--- src/rtl/eu_dispatch_alloc.sv ---
// Dispatch allocator: places every valid lane of a renamed batch onto an execution
// unit with free issue-queue credit, round-robin from rr_ptr, all-or-nothing per batch.
module eu_dispatch_alloc #(
    parameter int NUM_PARALLEL_INSTR_DISPATCHES = 4,
    parameter int LOG2_NUM_EXEC_UNITS           = 2,
    parameter int EU_CREDITS                    = 64,
    parameter int CREDIT_W                      = $clog2(EU_CREDITS + 1),
    parameter int INSTR_W                       = 32
) (
    input  logic                                                        clk,
    input  logic                                                        reset_n,
    input  logic [NUM_PARALLEL_INSTR_DISPATCHES-1:0][INSTR_W-1:0]             batch_instr_i,
    input  logic [NUM_PARALLEL_INSTR_DISPATCHES-1:0]                          batch_valid_i,
    input  logic                                                        batch_req_i,
    output logic                                                        batch_ack_o,
    output logic [NUM_PARALLEL_INSTR_DISPATCHES-1:0][INSTR_W-1:0]             dispatched_instr_o,
    output logic [NUM_PARALLEL_INSTR_DISPATCHES-1:0]                          dispatched_instr_valid_o,
    output logic [NUM_PARALLEL_INSTR_DISPATCHES-1:0][LOG2_NUM_EXEC_UNITS-1:0] dispatched_instr_alloc_euidx_o,
    input  logic [(1<<LOG2_NUM_EXEC_UNITS)-1:0]                               eu_issue_i,
    input  logic [(1<<LOG2_NUM_EXEC_UNITS)-1:0]                               eu_iqueue_full_i,
    output logic                                                        stalled_o,
    output logic                                                        credit_err_o,
    output logic [1:0]                                                  dbg_state_o,
    output logic [LOG2_NUM_EXEC_UNITS-1:0]                                    dbg_rr_ptr_o,
    output logic [(1<<LOG2_NUM_EXEC_UNITS)-1:0][CREDIT_W-1:0]                 dbg_credit_o
);
    localparam int N      = NUM_PARALLEL_INSTR_DISPATCHES;
    localparam int L      = LOG2_NUM_EXEC_UNITS;
    localparam int NUM_EU = 1 << L;

    // Handshake: batch_req_i is held with stable batch_*_i until batch_ack_o is seen
    // high on a rising edge; ack is combinational in that same cycle.
    typedef enum logic [1:0] {
        S_IDLE     = 2'd0,
        S_STALL    = 2'd1,
        S_DISPATCH = 2'd2
    } state_t;

    state_t                                 r_state;
    state_t                                 w_state_nxt;
    logic [NUM_EU-1:0][CREDIT_W-1:0]        r_credit;
    logic [NUM_EU-1:0][CREDIT_W-1:0]        w_credit_nxt;
    logic [NUM_EU-1:0][CREDIT_W-1:0]        w_tent;
    logic [L-1:0]                           r_rr_ptr;
    logic [N-1:0]                           r_dv;
    logic [N-1:0][L-1:0]                    r_euidx;
    logic [N-1:0][INSTR_W-1:0]              r_instr;
    logic                                   r_err;
    logic [N-1:0][L-1:0]                    w_euidx;
    logic [L-1:0]                           w_cursor;
    logic [L-1:0]                           w_probe;
    logic [L-1:0]                           w_pick;
    logic                                   w_found;
    logic                                   w_fits;
    logic                                   w_ack;
    logic                                   w_err_set;
    logic [CREDIT_W-1:0]                    w_base;

    // Tentative placement: w_tent tracks credit left after earlier lanes of this batch.
    always_comb begin
        w_tent   = r_credit;
        w_cursor = r_rr_ptr;
        w_fits   = 1'b1;
        w_euidx  = '0;
        w_probe  = '0;
        w_pick   = '0;
        w_found  = 1'b0;
        for (int i = 0; i < N; i++) begin
            if (batch_valid_i[i]) begin
                w_found = 1'b0;
                w_pick  = '0;
                for (int k = 0; k < NUM_EU; k++) begin
                    w_probe = w_cursor + L'(k);
                    if (!w_found && (w_tent[w_probe] != '0)) begin
                        w_found = 1'b1;
                        w_pick  = w_probe;
                    end
                end
                if (w_found) begin
                    w_tent[w_pick] = w_tent[w_pick] - CREDIT_W'(1);
                    w_euidx[i]     = w_pick;
                    w_cursor       = w_pick + L'(1);
                end else begin
                    w_fits = 1'b0;
                end
            end
        end
    end

    assign w_ack = reset_n & batch_req_i & w_fits;

    // IDLE, STALL and DISPATCH share one transition rule; only stalled_o tells them apart.
    always_comb begin
        w_state_nxt = S_IDLE;
        if (batch_req_i) begin
            w_state_nxt = w_fits ? S_DISPATCH : S_STALL;
        end
    end

    always_comb begin
        w_credit_nxt = r_credit;
        w_err_set    = 1'b0;
        w_base       = '0;
        for (int e = 0; e < NUM_EU; e++) begin
            w_base = w_ack ? w_tent[e] : r_credit[e];
            if (eu_issue_i[e]) begin
                if (w_base == CREDIT_W'(EU_CREDITS)) begin
                    w_err_set = 1'b1;
                end else begin
                    w_base = w_base + CREDIT_W'(1);
                end
            end
            if (eu_iqueue_full_i[e] && (r_credit[e] != '0)) begin
                w_err_set = 1'b1;
            end
            w_credit_nxt[e] = w_base;
        end
    end

    always_ff @(posedge clk) begin
        if (!reset_n) begin
            r_state  <= S_IDLE;
            r_credit <= {NUM_EU{CREDIT_W'(EU_CREDITS)}};
            r_rr_ptr <= '0;
            r_dv     <= '0;
            r_euidx  <= '0;
            r_instr  <= '0;
            r_err    <= 1'b0;
        end else begin
            r_state  <= w_state_nxt;
            r_credit <= w_credit_nxt;
            if (w_ack) begin
                r_rr_ptr <= w_cursor;
            end
            r_dv    <= w_ack ? batch_valid_i : '0;
            r_euidx <= w_ack ? w_euidx : '0;
            r_instr <= w_ack ? batch_instr_i : '0;
            r_err   <= r_err | w_err_set;
        end
    end

    assign batch_ack_o                    = w_ack;
    assign dispatched_instr_o             = r_instr;
    assign dispatched_instr_valid_o       = r_dv;
    assign dispatched_instr_alloc_euidx_o = r_euidx;
    assign stalled_o                      = (r_state == S_STALL);
    assign credit_err_o                   = r_err;
    assign dbg_state_o                    = r_state;
    assign dbg_rr_ptr_o                   = r_rr_ptr;
    assign dbg_credit_o                   = r_credit;

endmodule

--- config.mk ---
export PLATFORM = sky130hd
export DESIGN_NAME = eu_dispatch_alloc
export DESIGN_NICKNAME = d
export VERILOG_FILES = /design/src/rtl/eu_dispatch_alloc.sv
export SDC_FILE = /design/constraint.sdc
export NUM_CORES = 1
export LEC_CHECK = 0
export ABC_AREA = 1
export BUFFER_PORTS_ARGS = -buffer_cell sky130_fd_sc_hd__buf_4
export CAP_MARGIN = 30
export CORE_ASPECT_RATIO = 0.75
export CORE_MARGIN = 8
export CORE_UTILIZATION = 49
export CTS_CLUSTER_DIAMETER = 100
export CTS_CLUSTER_SIZE = 10
export DETAILED_ROUTE_END_ITERATION = 8
export GPL_TIMING_DRIVEN = 0
export PLACE_DENSITY = 0.89
export REMOVE_ABC_BUFFERS = 1
export SLEW_MARGIN = 25
export SYNTH_ARGS = -nofsm -noshare
export SYNTH_HDL_FRONTEND = slang
export SYNTH_SLANG_ARGS = --single-unit
--- constraint.sdc ---
create_clock -name clk -period 14.1 [get_ports clk]
set_clock_uncertainty 0.2 [all_clocks]
set_input_delay 4.23 -clock clk [delete_from_list [all_inputs] [get_ports clk]]
set_output_delay 4.23 -clock clk [all_outputs]
set_load 0.1 [all_outputs]
* After elaboration in Yosys (flattened, before gate mapping)
Index checks and enable logic that the tools add are counted.
** Operators by class
- $add $sub $neg :: 24
- Order comparisons :: 24
- Equal/unequal tests :: 5
- Muxes and demuxes :: 153
- Bitwise operators :: 3
- Reduce and logical (&&, ||, !) cells :: 58
** Operator list (number)
- binary-select mux 7 bit (select 2 bit) :: 20
- two-way mux 7 bit :: 36
- two-way mux 28 bit :: 8
- nonzero test 7 bit :: 20
- bitwise mux 28 bit :: 4
- < comparator 2 x 3 -> 1 bit (second input constant) :: 20
- two-way mux 2 bit :: 29
- demux 7 bit (select 2 bit) :: 4
- two-way mux 1 bit :: 52
- adder 7 x 1 -> 7 bit (second input constant) :: 4
- equality test 7 bit (second input constant) :: 4
- subtractor 7 x 1 -> 7 bit (second input constant) :: 4
- logical AND 1 bit :: 20
- adder 2 x 1 -> 2 bit (second input constant) :: 8
- adder 2 bit (second input constant) :: 8
- AND reduction 4 bit :: 4
- logical NOT 1 bit :: 12
- greater-or-equal comparator 2 x 1 -> 1 bit (second input constant) :: 4
- AND reduction 2 bit :: 2
- bitwise AND 1 bit :: 2
- equality test 2 x 1 -> 1 bit (second input constant) :: 1
- OR 1 bit :: 1
** Word-level totals
- Flip-flop bits (word level) :: 173
- Input bits :: 143
- Output and inout port bits :: 175
- Word-level logic and storage cells :: 283

* Logic depth before layout (Yosys ltp)
- Depth in word-level cells :: 111
- Gate-level depth with buffers :: 100
- Depth with buffers taken out :: 95

* Worst setup path before layout
No wires, ideal clock.
- Kind :: in2out
- From :: input port batch_valid_i[0]
- To :: output port batch_ack_o
- Data arrival time :: 10393 ps
- Data required time :: 9670 ps
- Path slack :: -723 ps
- Stages on the path :: 56
- Buffers on the path :: 3
- Cells stage by stage :: o21ai_2 inv_2 nand2_1 inv_2 clkbuf_1 nand3_1 nand2_1 nand2_1 nand2_1 nand3_1 nor2_1 nand3_1 nand2_2 nand3_2 nor2_1 nand2_1 nand2_2 inv_2 [20 not listed] ha_1 inv_1 nand2_1 o21ai_1 inv_1 nand2_1 o21ai_0 nand3_1 nor2_1 nand2_1 nor2_1 nand3_1 nand2_2 nand3_2 nor2_2 nand2_1 nand2_1 nor2_4
** On the way
- Word-level cells in the longest chain between the ends :: 69
- Elaborated cells on any way between the ends :: 135
- Classes of those cells :: 13 x add/sub; 4 x order compare; 85 x mux; 1 x bitwise; 32 x reduce/logical
** RTL lines
- start: declaration :: line 13 : input logic [NUM_PARALLEL_INSTR_DISPATCHES-1:0] batch_valid_i,
- parallel branches: the longest is 67 deep, another holds adder 2 x 1 -> 2 bit
- two-way mux 1 bit (*) :: line 69 : if (batch_valid_i[i]) begin
- bitwise AND 1 bit (*) :: line 90 : assign w_ack = reset_n & batch_req_i & w_fits;
- end: declaration :: line 15 : output logic batch_ack_o,
Every way passes the cells marked *. The select of a mux whose other input is x is not followed.

* Worst setup path in the final report
Ends and elaborated chain as after synthesis.

==> impl_metrics.prom <==
# TYPE chip_impl_metric gauge
chip_impl_metric{name="yosys_register_bits",unit=""} 173
chip_impl_metric{name="ys_types",unit=""} 45
chip_impl_info{name="violations",value="setup timing"} 1
chip_impl_metric{name="worstPathRequired",unit="ps"} 9670
chip_impl_metric{name="postLayoutSetupSlackWorst",unit="ps"} -1290
chip_impl_metric{name="syn-instance-count",unit=""} 2137
chip_impl_metric{name="post_route_ant_nets",unit=""} 0
chip_impl_metric{name="area_enclosed_by_the_die_boundary",unit="µm²"} 30900
chip_impl_metric{name="clk_transition_reported_paths",unit="ps"} 60
chip_impl_info{name="crit_top_cell",value="sky130_fd_sc_hd__nand2_1"} 1
chip_impl_metric{name="timing.final.hold_violations",unit=""} 0
chip_impl_metric{name="post_synth_fa_ha_maj_area_fraction",unit="%"} 2.80
chip_impl_metric{name="global_route.usage.total",unit="%"} 33.7
chip_impl_metric{name="placed_instances",unit=""} 2724
chip_impl_metric{name="flow.area_growth_from_synthesis",unit="%"} 41.9
chip_impl_metric{name="first_iter_violations",unit=""} 2522
chip_impl_metric{name="ys_warns",unit=""} 0
chip_impl_metric{name="finalInstanceArea",unit="µm²"} 17700
chip_impl_metric{name="setup_violations",unit=""} 1
chip_impl_metric{name="initial_core_utilization",unit="%"} 49.9
chip_impl_metric{name="clk_latency",unit="ps"} 430
chip_impl_metric{name="die-height",unit="µm"} 154
chip_impl_info{name="endpoint_of_the_most_critical_register_to_register_path",value="dbg_credit_o[7]"} 1
chip_impl_metric{name="synthSimpleGateAreaFrac",unit="%"} 48.2
chip_impl_metric{name="maxSlewViolCount",unit=""} 0
chip_impl_metric{name="grt_pass1_vias",unit=""} 14741
chip_impl_metric{name="critPathMaxFanout",unit=""} 7
chip_impl_info{name="clock_tree.root_cell",value="sky130_fd_sc_hd__clkbuf_16"} 1
chip_impl_metric{name="antenna_found_initial",unit=""} 1
chip_impl_metric{name="ctsLongestPathBuffers",unit=""} 2
chip_impl_info{name="tritoncts",value="built"} 1
chip_impl_metric{name="grt_first_pass_wirelength",unit="mm"} 83.3
chip_impl_metric{name="ff2ff_path_depth",unit=""} 88
chip_impl_metric{name="ctsHtreeMaxLevel",unit=""} 4
chip_impl_metric{name="maximum_capacitance_violations",unit=""} 0
chip_impl_metric{name="synth_sequential_area_ratio",unit="%"} 27.7
chip_impl_metric{name="crit_path_max_incr_delay",unit="ps"} 240
chip_impl_metric{name="postSynthAreaPerCell",unit="µm²"} 5.85
chip_impl_metric{name="cts_inserted_buffers",unit=""} 17
chip_impl_info{name="reg2reg_from",value="dbg_rr_ptr_o[0]"} 1
chip_impl_metric{name="detailroute.via_count",unit=""} 16230
chip_impl_metric{name="dpl_worst_slack",unit="ps"} -4070
chip_impl_metric{name="placement_rows",unit=""} 50
chip_impl_metric{name="dpl-instance-area",unit="µm²"} 14900
chip_impl_metric{name="instances_no_fill",unit=""} 2896
chip_impl_metric{name="drt-vias-per-instance",unit=""} 5.60
chip_impl_metric{name="design.core.area",unit="µm²"} 25000
chip_impl_metric{name="wl",unit="mm"} 56.0
chip_impl_metric{name="finalNetCount",unit=""} 2716
chip_impl_info{name="grt_setup_unrepaired",value="yes"} 1
chip_impl_info{name="slowest_stage",value="sky130_fd_sc_hd__mux2i_2"} 1
chip_impl_metric{name="synth_xor_xnor_area_share",unit="%"} 0.551
chip_impl_metric{name="layout_worst_path_cycle_share",unit="%"} 109
chip_impl_metric{name="synthesized_area_fraction_occupied_by_ao_oa_aoi_and_oai_cells",unit="%"} 7.22
chip_impl_info{name="synth_top_family_by_area",value="simple AND/OR/NAND/NOR gates"} 1
chip_impl_info{name="critical_path.endpoint",value="batch_ack_o"} 1
chip_impl_info{name="crit_path_start_kind",value="primary input"} 1
chip_impl_metric{name="final_layout_size_suffix_gt1_share",unit="%"} 31.4
chip_impl_metric{name="netlist_area",unit="µm²"} 12500
chip_impl_metric{name="gp_congestion",unit=""} 1.03
chip_impl_info{name="criticalPathCategory",value="in2out"} 1
chip_impl_metric{name="fin_util",unit="%"} 70.9
chip_impl_metric{name="drt_drc_violations_left",unit=""} 0
chip_impl_metric{name="pin_count",unit=""} 318
chip_impl_metric{name="tightest_slew",unit="ps"} 967
chip_impl_metric{name="die_width",unit="µm"} 200
chip_impl_info{name="most-common-layout-cells",value="sky130_fd_sc_hd__nand2_1, sky130_fd_sc_hd__buf_4, sky130_fd_sc_hd__nand3_1"} 1
chip_impl_metric{name="overflow",unit=""} 0
chip_impl_metric{name="clock.fmax",unit="MHz"} 65.0
chip_impl_metric{name="mux_cell_area_share_after_synthesis",unit="%"} 0.160
chip_impl_metric{name="final.min_clock_period",unit="ps"} 15390
chip_impl_metric{name="critPathArrivalTime",unit="ps"} 10960
chip_impl_info{name="mostFrequentLayoutCell",value="sky130_fd_sc_hd__nand2_1"} 1
chip_impl_metric{name="numPortBuffers",unit=""} 317
chip_impl_metric{name="reg2reg_setup_slack",unit="ps"} 1600
chip_impl_info{name="crit_path_start",value="batch_valid_i[0]"} 1
chip_impl_info{name="endpoint_kind",value="primary output"} 1
chip_impl_metric{name="detail_route.first_pass.iterations",unit=""} 9
chip_impl_metric{name="maximum_number_of_pins_on_one_net_before_global_route_repair",unit=""} 139
chip_impl_metric{name="post_drt_wl_per_cell",unit="µm"} 19.3
chip_impl_info{name="holdCritPathClass",value="reg2reg"} 1
chip_impl_metric{name="postCtsHoldBufs",unit=""} 0
chip_impl_metric{name="worst_slew_margin_rel",unit="%"} 35.5
chip_impl_info{name="status",value="finished, violations left"} 1
chip_impl_metric{name="cts.sink_count",unit=""} 173
chip_impl_metric{name="dp_hpwl",unit="mm"} 39.9
==> flip-flops by register name (all words and copies together), names as in the netlist <==
name                            count
credit_err_o                        1
dbg_state_o                         2
dispatched_instr_o                128
dispatched_instr_alloc_euidx_o      8
dbg_rr_ptr_o                        2
dbg_credit_o                       28
dispatched_instr_valid_o            4
==> per-stage QoR <==
| step | setup TNS (ps) | hold WS (ps) |
|---|---|---|
| after global placement | -392100 | 436 |
| final | -1290 | 469 |
| after floorplan | -1490 | 812 |
| after CTS | -858 | 457 |
| after global routing | -1630 | 524 |
| after detailed placement | -84210 | 443 |
==> final cells by class <==
| type | count | area (µm²) |
|---|---|---|
| antenna | 1 | 2.50 |
| clock inverter | 12 | 124 |
| tap | 338 | 423 |
| clock buffer | 19 | 433 |
| fill | 2059 | 7290 |
| timing repair buffer | 452 | 3520 |
| inverter | 328 | 1310 |
| sequential | 173 | 3460 |
| multi-input combinational | 1573 | 8450 |
==> synthesized netlist by cell type (all sizes together) <==
library cell	count	area, µm²
a211oi	2	15.0
a21boi	10	86.3
a21oi	66	345
a22oi	1	21.3
a31oi	2	12.5
and2	1	6.26
buf	49	350
clkbuf	21	82.6
clkinv	6	22.5
dfxtp	173	3460
ha	28	350
inv	322	1210
mux2i	2	20.0
nand2	679	2680
nand3	333	1740
nand3b	4	30.0
nand4	40	263
nor2	280	1110
nor3	19	95.1
nor3b	4	30.0
o211ai	4	30.0
o21a	2	17.5
o21ai	71	374
or2	11	68.8
xnor2	1	8.76
xor2	6	60.1
==> worst min-delay path by stage <==
stage	start	to	cells past startpoint
final	dbg_rr_ptr_o[1]	dbg_rr_ptr_o[1]	2
after floorplan	dbg_rr_ptr_o[1]	dbg_rr_ptr_o[1]	2
after global placement	dbg_rr_ptr_o[1]	dbg_rr_ptr_o[1]	2
after detailed placement	dbg_rr_ptr_o[1]	dbg_rr_ptr_o[1]	2
after CTS	dbg_rr_ptr_o[1]	dbg_rr_ptr_o[1]	2
after global routing	dbg_rr_ptr_o[1]	dbg_rr_ptr_o[1]	2
==> per-layer routing <==
layer	GRT usage, %	up-vias	share of wire (%)
met4	14.7	0	4.5
met3	9.58	218	13
met1	43.5	7306	39
met5	0	-	0
li1	-	7535	-
met2	51.9	1171	44
==> logic make-up after synthesis <==
group,Yosys count
AOI/OAI and AO/OA,158
adders and majority gates,28
buffers and inverters,398
DFF,173
and+or+nand+nor,1371
xor gates and xnor gates,7
muxes,2
==> critical path: cells and delay by family <==
kind / cells / cell delay [ps]
and+or+nand+nor: 40 / 4310
buffers and inverters: 11 / 1440
AOI/OAI and AO/OA: 3 / 520
adders and majority gates: 1 / 150
muxes: 1 / 240
==> timing repair <==
item,4_1_cts,5_1_grt
cloned,6,1
pin swaps,85,55
resized for setup,235,67
buffers inserted,109,24
setup endpoints to repair,105,2
endpoints found under the hold margin,0,0
Power is not shown: default switching activity piles up to over one toggle a cycle in this logic, so the estimate is an artifact.
